`src/rtl/ddr_cal_reset_sequencer.sv`:
```
// DDR3 calibration reset sequencer: pulses the memory controller reset, waits for
// calibration, requires a stable-good settle window, then releases the kernel reset.
module ddr_cal_reset_sequencer #(
    parameter int RESET_PULSE_CYCLES = 16,
    parameter int TIMEOUT_CYCLES     = 50000000,
    parameter int SETTLE_CYCLES      = 1024,
    parameter int MAX_RETRIES        = 3
) (
    input  logic       clk_50_clk,
    input  logic       reset_50_reset,
    input  logic       fpga_sdram_status_local_init_done,
    input  logic       fpga_sdram_status_local_cal_success,
    input  logic       fpga_sdram_status_local_cal_fail,
    output logic       mem_soft_reset_n,
    output logic       kernel_reset_n,
    output logic       ready,
    output logic       fail,
    output logic [3:0] retry_count,
    output logic [2:0] state
);

    localparam int PULSE_W   = (RESET_PULSE_CYCLES > 1) ? $clog2(RESET_PULSE_CYCLES) : 1;
    localparam int TIMEOUT_W = (TIMEOUT_CYCLES > 1) ? $clog2(TIMEOUT_CYCLES) : 1;
    localparam int SETTLE_W  = (SETTLE_CYCLES > 1) ? $clog2(SETTLE_CYCLES) : 1;

    localparam logic [PULSE_W-1:0]   PULSE_LAST   = PULSE_W'(RESET_PULSE_CYCLES - 1);
    localparam logic [TIMEOUT_W-1:0] TIMEOUT_LAST = TIMEOUT_W'(TIMEOUT_CYCLES - 1);
    localparam logic [SETTLE_W-1:0]  SETTLE_LAST  = SETTLE_W'(SETTLE_CYCLES - 1);
    localparam logic [3:0]           RETRY_MAX    = 4'(MAX_RETRIES);

    typedef enum logic [2:0] {
        ST_RST_MEM  = 3'd0,
        ST_WAIT_CAL = 3'd1,
        ST_SETTLE   = 3'd2,
        ST_READY    = 3'd3,
        ST_FAIL     = 3'd4
    } state_t;

    state_t               state_r, state_next;
    logic [PULSE_W-1:0]   pulse_cnt_r, pulse_cnt_next;
    logic [TIMEOUT_W-1:0] timeout_cnt_r, timeout_cnt_next;
    logic [SETTLE_W-1:0]  settle_cnt_r, settle_cnt_next;
    logic [3:0]           retry_cnt_r, retry_cnt_next;
    logic [2:0]           sync1_r, sync2_r;
    logic                 init_done_s, cal_success_s, cal_fail_s, status_good_s;
    logic                 retry_req_s;

    assign init_done_s   = sync2_r[0];
    assign cal_success_s = sync2_r[1];
    assign cal_fail_s    = sync2_r[2];
    // A simultaneous fail and success is treated as a failure.
    assign status_good_s = init_done_s && cal_success_s && !cal_fail_s;

    assign retry_count = retry_cnt_r;
    assign state       = state_r;

    // Two-flop synchronizers for the asynchronous controller status inputs.
    always_ff @(posedge clk_50_clk) begin
        if (reset_50_reset) begin
            sync1_r <= 3'b000;
            sync2_r <= 3'b000;
        end else begin
            sync1_r <= {fpga_sdram_status_local_cal_fail,
                        fpga_sdram_status_local_cal_success,
                        fpga_sdram_status_local_init_done};
            sync2_r <= sync1_r;
        end
    end

    // Next-state, counter and retry decision logic.
    always_comb begin
        state_next       = state_r;
        pulse_cnt_next   = pulse_cnt_r;
        timeout_cnt_next = timeout_cnt_r;
        settle_cnt_next  = settle_cnt_r;
        retry_cnt_next   = retry_cnt_r;
        retry_req_s      = 1'b0;
        case (state_r)
            ST_RST_MEM: begin
                if (pulse_cnt_r == PULSE_LAST) begin
                    state_next       = ST_WAIT_CAL;
                    timeout_cnt_next = '0;
                end else begin
                    pulse_cnt_next = pulse_cnt_r + PULSE_W'(1);
                end
            end
            ST_WAIT_CAL: begin
                if (cal_fail_s) begin
                    retry_req_s = 1'b1;
                end else if (init_done_s && cal_success_s) begin
                    state_next      = ST_SETTLE;
                    settle_cnt_next = '0;
                end else if (timeout_cnt_r == TIMEOUT_LAST) begin
                    retry_req_s = 1'b1;
                end else begin
                    timeout_cnt_next = timeout_cnt_r + TIMEOUT_W'(1);
                end
            end
            ST_SETTLE: begin
                if (!status_good_s) begin
                    retry_req_s = 1'b1;
                end else if (settle_cnt_r == SETTLE_LAST) begin
                    state_next = ST_READY;
                end else begin
                    settle_cnt_next = settle_cnt_r + SETTLE_W'(1);
                end
            end
            ST_READY: begin
                if (!status_good_s) begin
                    retry_req_s = 1'b1;
                end else begin
                    state_next = ST_READY;
                end
            end
            ST_FAIL: begin
                state_next = ST_FAIL;
            end
            default: begin
                state_next     = ST_RST_MEM;
                pulse_cnt_next = '0;
            end
        endcase

        if (retry_req_s) begin
            if (retry_cnt_r < RETRY_MAX) begin
                retry_cnt_next = retry_cnt_r + 4'd1;
                state_next     = ST_RST_MEM;
                pulse_cnt_next = '0;
            end else begin
                state_next = ST_FAIL;
            end
        end else begin
            retry_cnt_next = retry_cnt_r;
        end
    end

    // State, counters and outputs; outputs are decoded from the next state so they
    // move in the same cycle as the state register.
    always_ff @(posedge clk_50_clk) begin
        if (reset_50_reset) begin
            state_r          <= ST_RST_MEM;
            pulse_cnt_r      <= '0;
            timeout_cnt_r    <= '0;
            settle_cnt_r     <= '0;
            retry_cnt_r      <= 4'd0;
            mem_soft_reset_n <= 1'b0;
            kernel_reset_n   <= 1'b0;
            ready            <= 1'b0;
            fail             <= 1'b0;
        end else begin
            state_r          <= state_next;
            pulse_cnt_r      <= pulse_cnt_next;
            timeout_cnt_r    <= timeout_cnt_next;
            settle_cnt_r     <= settle_cnt_next;
            retry_cnt_r      <= retry_cnt_next;
            mem_soft_reset_n <= (state_next != ST_RST_MEM);
            kernel_reset_n   <= (state_next == ST_READY);
            ready            <= (state_next == ST_READY);
            fail             <= (state_next == ST_FAIL);
        end
    end

endmodule

```
`config.mk`:
```
export PLATFORM = sky130hd
export DESIGN_NAME = ddr_cal_reset_sequencer
export DESIGN_NICKNAME = d
export VERILOG_FILES = /design/src/rtl/ddr_cal_reset_sequencer.sv
export SDC_FILE = /design/constraint.sdc
export NUM_CORES = 1
export LEC_CHECK = 0
export CORE_ASPECT_RATIO = 1.4
export CORE_MARGIN = 3
export CORE_UTILIZATION = 29
export CTS_CLUSTER_SIZE = 14
export DETAILED_ROUTE_END_ITERATION = 10
export HOLD_SLACK_MARGIN = 0.03
export PLACE_DENSITY = 0.48
export SLEW_MARGIN = 20
export SYNTH_ARGS = -nofsm -noshare
export SYNTH_HDL_FRONTEND = slang
export SYNTH_SLANG_ARGS = --single-unit
```
`constraint.sdc`:
```
create_clock -name clk_50_clk -period 4.5 [get_ports clk_50_clk]
set_clock_uncertainty 0.2 [all_clocks]
set_input_delay 1.35 -clock clk_50_clk [delete_from_list [all_inputs] [get_ports clk_50_clk]]
set_output_delay 1.35 -clock clk_50_clk [all_outputs]
set_load 0.02 [all_outputs]
```
# Word-level counts from Yosys, hierarchy flattened
# Index checks and enable logic that the tools add are counted.
[totals]
word_cells = 71
input_bits = 5
output_inout_bits = 11
regBits = 56
[op_classes]
n_eq_ne = 16
add_sub_neg = 4
n_reduce_logical = 12
n_mux = 28
order_cmp = 1
[op_table]
columns = ["op", "n"]
rows = [
  ["$mux W26", 4],
  ["$pmux W26 S2", 1],
  ["$mux W10", 4],
  ["$add A26 B1 Y26 const B", 1],
  ["$eq A26 B26 Y1 const B", 1],
  ["$mux W3", 8],
  ["$pmux W10 S2", 1],
  ["$pmux W3 S5", 1],
  ["$ne A2 B2 Y1 const B", 7],
  ["$mux W4", 3],
  ["$add A10 B1 Y10 const B", 1],
  ["$eq A10 B10 Y1 const B", 1],
  ["$reduce_and A5 Y1", 2],
  ["$eq A3 B2 Y1 const B", 3],
  ["$add A4 B1 Y4 const B", 2],
  ["$pmux W4 S2", 1],
  ["$eq A3 B3 Y1 const B", 2],
  ["$eq A4 B4 Y1 const B", 1],
  ["$lt A4 B2 Y1 const B", 1],
  ["$mux W1", 4],
  ["$reduce_bool A2 Y1", 2],
  ["$reduce_or A4 Y1", 1],
  ["$eq A3 B1 Y1 const B", 1],
  ["$logic_not A3 Y1", 1],
  ["6 further kinds", 7],
]

# Depth between registers and ports, before layout
[depth]
word_depth = 7
mapped_depth = 8
ltp_nobuf = 6

# Worst setup path before layout
# Ideal clock, no wire load.
[synth_path]
path_kind = "in2reg"
startpoint = "input reset_50_reset"
endpoint = "register timeout_cnt_r[15]"
setup_ns = 0.060
cell_stages = 5
path_slack_ns = 2.064
required_ns = 4.240
arrival_ns = 2.176
path_buffers = 1
cell_sequence = "inv_1 > nand2_1 > clkbuf_1 > a2111o_1 > nand2_1"
[synth_rtl]
columns = ["item", "line", "text"]
rows = [
  ["start, declared", "10", "input logic reset_50_reset,"],
  ["end signal, assigned", "153", "timeout_cnt_r <= timeout_cnt_next;"],
  ["end, declared", "41", "logic [TIMEOUT_W-1:0] timeout_cnt_r, timeout_cnt_next;"],
]

# Final worst setup path
[layout_path]
startpoint = "register state_r[2], in the netlist state[2]"
endpoint = "output state[2]"
[layout_rtl]
columns = ["item", "line", "text"]
rows = [
  ["start, declared", "39", "state_t state_r, state_next;"],
  ["start signal, assigned", "151", "state_r <= state_next;"],
  ["end, declared", "19", "output logic [2:0] state"],
]
# No word-level cell between the ends.

==> impl_metrics.yaml <==
finish:
  drive_above_1_share_pct: 5.54
  nFillCells: 1098
  nNetsFinal: 369
  num_antenna_cells: 0
  area_growth_pct: 13.1
routing:
  wire_per_inst_um: 16.1
  first_pass_iters: 4
  route.vias.total: 2737
  drt-total-wl_mm: 7.99
  drc: 0
  topRoutingLayerUsed: "met4"
  wl_met1_mm: 3.56
  ant_nets: 0
  route.met3.wl_um: 167
  viasPerCell: 5.52
  drtIter0Drc: 64
  routed-wl-met2_mm: 4.10
clock_tree:
  cts_max_level: 2
  clkTransAtPathRegs_ns: 0.08
  cts_tree: "built"
  postCtsSetupBuffers: 0
  clk_path_buf_depth: 2
  post_cts_resized: 0
  cts_hold_buf: 0
  worstSkewPairLatency_ns: 0.30
  root_buffer: "clkbuf_16"
  cts-buffers-inserted: 5
  cts.sinks: 56
grt:
  overflow: 0
  track_usage_pct: 14.2
  grt_max_degree: 39
  grt_pass1_wl_mm: 13.6
  first_global_vias: 2753
  antenna_found_initial: 0
timing:
  period_share_pct: 72.9
  rsz0062_at_grt: "no"
  finalMaxSlewViolations: 0
  max_freq_ghz: 0.305
  tns_ns: 0
  setup_viol: 0
  slew_headroom_pct: 31.2
  worstMarginPinSlew_ns: 1.02
  hold_ws_ns: 0.242
  period_needed_ns: 3.28
  hold_viol: 0
worst_setup_path:
  crit_slowest_cell: "clkdlybuf4s50_1"
  critPathKind: "reg -> out"
  worstPathCellList: "clkdlybuf4s50_1"
  crit_arrival_ns: 1.73
  slowest_delay_ns: 0.72
  start_kind: "flop"
  cp.required_ns: 2.95
  critical-path-top-delay-family: "buffers and inverters"
  worst_setup_path_end_kind: "primary output"
  cp_max_fo: 17
  path_buf_inv: 1
logic_synthesis:
  synth_compound_area_share_pct: 22.5
  synth_area_um2: 3040
  async_reset_ff_share_pct: 0
  yosysMostFrequentCell: "dfxtp_1"
  synth_mux_area_share_pct: 3.33
  ys.flop_type: "dfxtp_1"
  synth_area_leaders: "dfxtp_1 (37%), nand2_1 (6.5%), a2111o_1 (5.9%)"
  postSynthCellCount: 353
  yosysSeqAreaShare_pct: 36.9
  syn_nets: 362
  yosys_warnings: 0
  synth_edf_count: 0
  synth_seq_cells: 56
  yosys.cell_types.count: 53
  synthAdderAreaFrac_pct: 1.65
  synth_top_area_share_pct: 36.9
  yosys.area_share.xor_xnor_pct: 1.73
  postSynthAreaPerCell_um2: 8.61
  synth-simple-area-share_pct: 29.9
  synth_common_cells: "dfxtp_1 (56), nand2_1 (53), nor2_1 (22), nand3_1 (19)"
  synth_top_family_by_area: "simple AND/OR/NAND/NOR gates"
  synth_top_cell_by_area: "dfxtp_1"
floorplan:
  fp.dieH_um: 127
  die_area_um2: 11800
  initial_utilization_pct: 30.2
  die_x_um: 92.5
  core_area_um2: 10100
  ios: 16
  rows: 43
placement:
  io_buffer_count: 15
  post-dp-hpwl_mm: 5.71
  gp_congestion: 0.819
worst_hold_path:
  hold_path_class: "reg -> reg"
power_and_ir_drop:
  ir_drop_mv: 0.136
  p_per_area_nw_per_um2: 276
  leakagePower_nw: 1.17
job:
  drv_cap: 0
status:
  status: "finished, final reports clean"
final timing paths:
path                                 startpoint                             end  slack [ns]  cells past startpoint
setup / recovery            state[2]$_SDFF_PP0_                        state[2]        1.22                      1
hold / removal            sync1_r[2]$_SDFF_PP0_           sync2_r[2]$_SDFF_PP0_        0.24                      1
setup reg to reg  timeout_cnt_r[1]$_SDFFE_PP0P_  timeout_cnt_r[14]$_SDFFE_PP0P_        1.67                      7
hold reg to reg           sync1_r[2]$_SDFF_PP0_           sync2_r[2]$_SDFF_PP0_        0.24                      1
sequential cells by signal (all words and copies together) (netlist names):
signal,flops
state,3
sync2_r,3
fail,1
timeout_cnt_r,26
pulse_cnt_r,4
retry_count,4
mem_soft_reset_n,1
settle_cnt_r,10
sync1_r,3
ready,1
cells in the final DEF (no fill, tap or decap), types with 6 or more instances in the layout:
cell             count
mux2i_1              9
nor2_1              22
nor3_1              11
and3_1              10
a2111o_1            16
clkdlybuf4s50_1     15
a21oi_1             16
nand3_1             19
nand2_1             53
or3_1                7
dfxtp_1             56
a2111oi_0            8
o2111ai_1           16
xnor2_1              6
nand4_1             11
nor2b_1              9
per-stage QoR:
step                power, mW  worst slack [ns]  cells  utilization [%]  instance area, µm²
floorplan               0.536              2.06    353                -                3040
global placement        0.548              1.15    488             32.7                3290
detailed placement      0.549              1.07    488             32.7                3290
CTS                     0.965              1.19    496             34.2                3440
global route            0.986              1.14    496             34.2                3440
finish                  0.949              1.22    496             34.2                3440
cells by family (layout without fill, tap and decap cells):
kind of cell	Yosys count	in the layout
AO/OA/AOI/OAI	84	84
XOR/XNOR	6	6
adder cells (fa/ha/maj)	4	4
buffers and inverters	24	32
flip-flops	56	56
multiplexers	10	10
AND/OR/NAND/NOR	169	169
cell type report:
class,count,area [µm²],area share [%]
multi-input cells,273,1800,52.3
flip-flops and latches,56,1120,32.6
repair buffers,19,180,5.24
well taps,135,169,4.92
clock buffers,5,125,3.64
clock inverters,3,25.0,0.728
inverters,5,18.8,0.546
report_power, final:
part | total (mW) | internal [mW] | switching (mW)
logic | 0.0328 | 0.0122 | 0.0206
clock network | 0.412 | 0.211 | 0.201
registers | 0.504 | 0.500 | 0.00448
total | 0.949 | 0.723 | 0.226
layer usage:
layer  global-route usage [%]  up-vias
li1                         -     1377
met1                     16.8     1324
met2                     25.7       27
met3                     2.24        9
met4                     5.07        0
met5                        0        -
No activity file was read; power rests on OpenSTA's default activity.
